--- src/rtl/ram_write_arbiter_if.sv ---
// Signal bundle for ram_write_arbiter: requesters A/B, clear control and the RAM write port.
// The arbiter uses the slave modport; the side that drives requests and the clear uses master.
interface ram_write_arbiter_if #(
  parameter int ADDR_WIDTH = 8,
  parameter int DATA_WIDTH = 12
);
  logic                  a_req;
  logic [ADDR_WIDTH-1:0] a_addr;
  logic [DATA_WIDTH-1:0] a_data;
  logic                  a_gnt;

  logic                  b_req;
  logic [ADDR_WIDTH-1:0] b_addr;
  logic [DATA_WIDTH-1:0] b_data;
  logic                  b_gnt;

  logic                  clr_start;
  logic [DATA_WIDTH-1:0] clr_data;
  logic                  clr_busy;
  logic                  clr_done;

  logic [ADDR_WIDTH-1:0] ram_waddr;
  logic [DATA_WIDTH-1:0] ram_din;
  logic                  ram_write_en;

  modport master (
    output a_req, a_addr, a_data, b_req, b_addr, b_data, clr_start, clr_data,
    input  a_gnt, b_gnt, clr_busy, clr_done, ram_waddr, ram_din, ram_write_en
  );

  modport slave (
    input  a_req, a_addr, a_data, b_req, b_addr, b_data, clr_start, clr_data,
    output a_gnt, b_gnt, clr_busy, clr_done, ram_waddr, ram_din, ram_write_en
  );
endinterface

--- src/rtl/ram_write_arbiter.sv ---
// Round-robin write arbiter for two requesters onto one RAM write port, with an optional
// full-RAM clear sweep compiled in when RAM_WRITE_ARBITER_CLEAR_EN is defined.
module ram_write_arbiter #(
  parameter int ADDR_WIDTH = 8,
  parameter int DATA_WIDTH = 12
) (
  input  logic                  clk,
  input  logic                  reset,
  ram_write_arbiter_if.slave    bus
);

  logic                  r_rr_b;   // 1: B wins the next contended arbitration
  logic [ADDR_WIDTH-1:0] r_waddr;
  logic [DATA_WIDTH-1:0] r_din;
  logic                  r_we;
  logic                  r_busy;
  logic                  r_done;

  logic                  w_clr_go;
  logic                  w_in_clear;
  logic                  w_clr_last;
  logic [ADDR_WIDTH-1:0] w_clr_addr;
  logic [DATA_WIDTH-1:0] w_clr_data;
  logic                  w_a_gnt;
  logic                  w_b_gnt;
  logic                  w_contended;

`ifdef RAM_WRITE_ARBITER_CLEAR_EN
  typedef enum logic {ST_IDLE, ST_CLEAR} state_e;

  state_e                r_state;
  state_e                w_state_nxt;
  logic [ADDR_WIDTH-1:0] r_clr_cnt;
  logic [DATA_WIDTH-1:0] r_clr_fill;

  always_ff @(posedge clk or posedge reset) begin
    if (reset) r_state <= ST_IDLE;
    // NOTE: registers take <= so every flop samples pre-edge values regardless of block order.
    else       r_state <= w_state_nxt;
  end

  always_comb begin
    // NOTE: default assignment first, so no path leaves the signal unassigned and infers a latch.
    w_state_nxt = r_state;
    case (r_state)
      ST_IDLE:  if (bus.clr_start)      w_state_nxt = ST_CLEAR;
      ST_CLEAR: if (r_clr_cnt == '1)    w_state_nxt = ST_IDLE;
      default:                          w_state_nxt = ST_IDLE;
    endcase
  end

  always_comb begin
    w_in_clear = (r_state == ST_CLEAR);
    w_clr_go   = (r_state == ST_IDLE) && bus.clr_start;
    w_clr_last = (r_state == ST_CLEAR) && (r_clr_cnt == '1);
  end

  // Counter wrap after the all-ones address is harmless: the FSM has already left CLEAR.
  always_ff @(posedge clk or posedge reset) begin
    if (reset) begin
      r_clr_cnt  <= '0;
      r_clr_fill <= '0;
    end else if (w_clr_go) begin
      r_clr_cnt  <= '0;
      r_clr_fill <= bus.clr_data;
    end else if (w_in_clear) begin
      r_clr_cnt  <= r_clr_cnt + 1'b1;
    end
  end

  assign w_clr_addr = r_clr_cnt;
  assign w_clr_data = r_clr_fill;
`else
  logic w_unused_clr;

  assign w_unused_clr = ^{bus.clr_start, bus.clr_data};
  assign w_in_clear   = 1'b0;
  assign w_clr_go     = 1'b0;
  assign w_clr_last   = 1'b0;
  assign w_clr_addr   = '0;
  assign w_clr_data   = '0;
`endif

  // Grants are combinational; a clear (running or starting) and reset both block them.
  always_comb begin
    w_a_gnt = 1'b0;
    w_b_gnt = 1'b0;
    if (!reset && !w_in_clear && !w_clr_go) begin
      if (bus.a_req && (!bus.b_req || !r_rr_b)) w_a_gnt = 1'b1;
      else if (bus.b_req)                       w_b_gnt = 1'b1;
    end
  end

  assign w_contended = bus.a_req && bus.b_req && (w_a_gnt || w_b_gnt);

  always_ff @(posedge clk or posedge reset) begin
    if (reset) begin
      r_rr_b  <= 1'b0;
      r_waddr <= '0;
      r_din   <= '0;
      r_we    <= 1'b0;
      r_busy  <= 1'b0;
      r_done  <= 1'b0;
    end else begin
      r_we   <= w_in_clear || w_a_gnt || w_b_gnt;
      r_busy <= w_in_clear;
      r_done <= w_clr_last;
      if (w_contended) r_rr_b <= w_a_gnt;
      if (w_in_clear) begin
        r_waddr <= w_clr_addr;
        r_din   <= w_clr_data;
      end else if (w_a_gnt) begin
        r_waddr <= bus.a_addr;
        r_din   <= bus.a_data;
      end else if (w_b_gnt) begin
        r_waddr <= bus.b_addr;
        r_din   <= bus.b_data;
      end
    end
  end

  assign bus.a_gnt        = w_a_gnt;
  assign bus.b_gnt        = w_b_gnt;
  assign bus.ram_waddr    = r_waddr;
  assign bus.ram_din      = r_din;
  assign bus.ram_write_en = r_we;
  assign bus.clr_busy     = r_busy;
  assign bus.clr_done     = r_done;

endmodule

--- src/flat_wrapper.sv ---
// flat-port wrapper written by rule: the top's interface ports become plain ports
module ram_write_arbiter_flat 
#(
  parameter int ADDR_WIDTH = 8,
  parameter int DATA_WIDTH = 12
)
  (clk, reset, bus_a_req, bus_a_addr, bus_a_data, bus_b_req, bus_b_addr, bus_b_data, bus_clr_start, bus_clr_data, bus_a_gnt, bus_b_gnt, bus_clr_busy, bus_clr_done, bus_ram_waddr, bus_ram_din, bus_ram_write_en);
  ram_write_arbiter_if #(.ADDR_WIDTH(ADDR_WIDTH), .DATA_WIDTH(DATA_WIDTH)) bus_i ();
  input  logic clk;
  input  logic reset;
  input wire logic [$bits(bus_i.a_req)-1:0] bus_a_req;
  input wire logic [$bits(bus_i.a_addr)-1:0] bus_a_addr;
  input wire logic [$bits(bus_i.a_data)-1:0] bus_a_data;
  input wire logic [$bits(bus_i.b_req)-1:0] bus_b_req;
  input wire logic [$bits(bus_i.b_addr)-1:0] bus_b_addr;
  input wire logic [$bits(bus_i.b_data)-1:0] bus_b_data;
  input wire logic [$bits(bus_i.clr_start)-1:0] bus_clr_start;
  input wire logic [$bits(bus_i.clr_data)-1:0] bus_clr_data;
  output wire logic [$bits(bus_i.a_gnt)-1:0] bus_a_gnt;
  output wire logic [$bits(bus_i.b_gnt)-1:0] bus_b_gnt;
  output wire logic [$bits(bus_i.clr_busy)-1:0] bus_clr_busy;
  output wire logic [$bits(bus_i.clr_done)-1:0] bus_clr_done;
  output wire logic [$bits(bus_i.ram_waddr)-1:0] bus_ram_waddr;
  output wire logic [$bits(bus_i.ram_din)-1:0] bus_ram_din;
  output wire logic [$bits(bus_i.ram_write_en)-1:0] bus_ram_write_en;
  assign bus_i.a_req = bus_a_req;
  assign bus_i.a_addr = bus_a_addr;
  assign bus_i.a_data = bus_a_data;
  assign bus_i.b_req = bus_b_req;
  assign bus_i.b_addr = bus_b_addr;
  assign bus_i.b_data = bus_b_data;
  assign bus_i.clr_start = bus_clr_start;
  assign bus_i.clr_data = bus_clr_data;
  assign bus_a_gnt = bus_i.a_gnt;
  assign bus_b_gnt = bus_i.b_gnt;
  assign bus_clr_busy = bus_i.clr_busy;
  assign bus_clr_done = bus_i.clr_done;
  assign bus_ram_waddr = bus_i.ram_waddr;
  assign bus_ram_din = bus_i.ram_din;
  assign bus_ram_write_en = bus_i.ram_write_en;
  ram_write_arbiter #(.ADDR_WIDTH(ADDR_WIDTH), .DATA_WIDTH(DATA_WIDTH)) u_core (.clk(clk), .reset(reset), .bus(bus_i));
endmodule
--- config.mk ---
export PLATFORM = sky130hd
export DESIGN_NAME = ram_write_arbiter_flat
export DESIGN_NICKNAME = d
export VERILOG_FILES = /design/src/rtl/ram_write_arbiter_if.sv /design/src/rtl/ram_write_arbiter.sv /design/src/flat_wrapper.sv
export SDC_FILE = /design/constraint.sdc
export NUM_CORES = 1
export LEC_CHECK = 0
export CAP_MARGIN = 20
export CORE_MARGIN = 2
export CORE_UTILIZATION = 37
export CTS_BUF_LIST = sky130_fd_sc_hd__clkbuf_8
export CTS_CLUSTER_DIAMETER = 30
export CTS_CLUSTER_SIZE = 24
export DETAILED_ROUTE_END_ITERATION = 8
export PLACE_DENSITY = 0.82
export SETUP_SLACK_MARGIN = 0.1
export SYNTH_ARGS = -nofsm -noshare
export SYNTH_HDL_FRONTEND = slang
export SYNTH_SLANG_ARGS = --single-unit
--- constraint.sdc ---
create_clock -name clk -period 2.27 [get_ports clk]
set_input_delay 0.454 -clock clk [delete_from_list [all_inputs] [get_ports clk]]
set_output_delay 0.454 -clock clk [all_outputs]
set_load 0.05 [all_outputs]
==> results.ini <==
[die]
ioPinCount=82
core_area_um2=3310
std_cell_rows=21
dieArea_um2=3880
die_x_um=62.3
fp.dieH_um=62.3
start_util_pct=38.0

[clock_network]
cts_root_buf=clkbuf_8
clk_latency_ns=0.25
cts_buffer_depth=2
post-cts-setup-buffers=0
clkTransAtPathRegs_ns=0.08
htree_levels=1
cts_made_buffers=3
cts_tree=yes
cts.sinks=22

[detailed_routing]
wire_per_inst_um=14.0
drtAntennaViolNets=0
via_per_inst=4.51
drcViolationCount=0
first_pass_iters=2
dr.first_iter.drc_count=38
vias=883
wl_mm=2.74

[sta]
period_needed_ns=2.02
relSlewSlack_pct=65.5
slew_violations=0
setup_tns_ns=0
worstMarginPinSlew_ns=0.516
timing.fmax_mhz=494
period_share_pct=89.2
hold_viol=0
skew_ns=0.00202
grt_setup_unrepaired=false
setup_viol=0

[layout]
fin_cells=196
antenna_cells=0
layout_commonest_cell=clkdlybuf4s50_1
layout-drive-gt1-share_pct=36.7
area_delta_synth_final_pct=63.5
fillers=269
final_area_um2=2060
layout_common_cells=64 x clkdlybuf4s50_1, 34 x mux2_4, 22 x dfrtp_1
fin_nets=208

[worst_hold_path]
hp-start=u_core.r_rr_b
hold_class=reg -> reg
worstHoldPathCells=1
min_to=u_core.r_rr_b

[pwr]
peakVddDrop_mv=0.374
p_per_area_nw_per_um2=853
cellLeakagePower_nw=0.950

[synth]
yosysUniqueCellTypes=14
ys_ff_latch=22
syn-cell-area_um2=1260
synth_cells=80
syn_avg_cell_area_um2=15.7
yosysSeqAreaShare_pct=43.8
synth_warnings=0

[worst_setup_path]
reg2reg_to=u_core.bus.ram_din[4]
cp.arrival_ns=1.57
endpoint_kind=primary output
r2r_cells=4
rr_startpoint=u_core.r_rr_b
worst-setup-path-type=in -> out
cp-start-kind=input pin
ff2ff_setup_slack_ns=0.94
critPathRequiredTime_ns=1.82
cp_max_fo=7
crit_path_start=reset

[placement]
dp_hpwl_mm=2.16
gp_congestion=0.699
placed_cells=192
port_buffers=66
place_area_um2=2000

[global_routing]
grt_max_degree=23
grt_pass1_wl_mm=4.51
track_usage_pct=14.5
antenna_found_initial=0
grt_pass1_vias=944
overflow=0

[job]
drv_cap=0

[run_status]
outcome=finished, final reports clean

area by class of cell:
| type | instances | area (um^2) | area share [%] |
|---|---|---|---|
| Timing Repair Buffer | 71 | 731 | 35.5 |
| Multi-Input combinational cell | 50 | 647 | 31.5 |
| Sequential cell | 22 | 551 | 26.8 |
| Tap cell | 46 | 57.6 | 2.80 |
| Clock buffer | 4 | 55.1 | 2.68 |
| Inverter | 3 | 15.0 | 0.730 |
cell families after synthesis:
| logic type | after synthesis | synth area share [%] |
|---|---|---|
| AO/OA/AOI/OAI | 1 | 0.398 |
| AND/OR/NAND/NOR | 6 | 3.48 |
| flip-flops | 22 | 43.8 |
| buffers and inverters | 9 | 5.37 |
| other | 1 | 0.298 |
| multiplexers | 40 | 46.0 |
| XOR/XNOR | 1 | 0.697 |
through the flow:
stage                     hold slack, ns  power [mW]  worst slack [ns]  util, %
after global placement             0.488        1.47             0.158     60.3
after detailed placement           0.490        1.49             0.129     60.3
after global routing               0.529        1.83             0.183     62.1
after floorplan                    0.323        1.18             0.314        -
final                              0.506        1.75             0.245     62.1
after CTS                          0.505        1.77             0.143     62.0
sequential cells by signal, summed over array words and instances, names as in the netlist:
name                     flops
u_core.bus.ram_din          12
u_core.bus.ram_write_en      1
u_core.bus.ram_waddr         8
u_core.r_rr_b                1
routing by layer:
layer  routed length [um]  up-vias  GRT usage (%)
met4                    0        0           2.50
met1                 1160      430           17.4
met2                 1400       42           26.1
li1                     -      411              -
met3                  186        0           4.17
met5                    0        -              0
timing repair:
item | CTS | global route
hold buffers | 0 | 0
endpoints found under the setup margin | 0 | 1
gates resized for setup | 0 | 1
power by group:
group	switching (mW)	internal, mW	leakage (nW)
Clock	0.119	0.154	0.0288
Combinational	0.484	0.453	0.664
Sequential	0.0550	0.488	0.257
worst max path at each step:
stage	slack [ns]	cells past startpoint	end
after global placement	0.16	5	u_core.bus.ram_waddr[6]
after CTS	0.14	4	bus_b_gnt
after floorplan	0.31	4	bus_a_gnt
after detailed placement	0.13	5	u_core.bus.ram_waddr[6]
final	0.25	4	bus_b_gnt
after global routing	0.18	4	bus_b_gnt
cells in the mapped netlist, drive strengths merged:
cell,number,area [um^2]
nor2b,1,13.8
buf,6,56.3
nand2b,1,13.8
a21oi,1,5.00
mux2,40,578
nand2,3,11.3
dfrtp,22,551
nand3,1,5.00
inv,3,11.3
xnor2,1,8.76
conb,1,3.75
critical path, cell delays in order:
cell and delay [ns]:
clkdlybuf4s50_1 0.52, nand2b_4 0.26, a21oi_2 0.18, buf_12 0.16
Power figures use the tool's default switching activity.
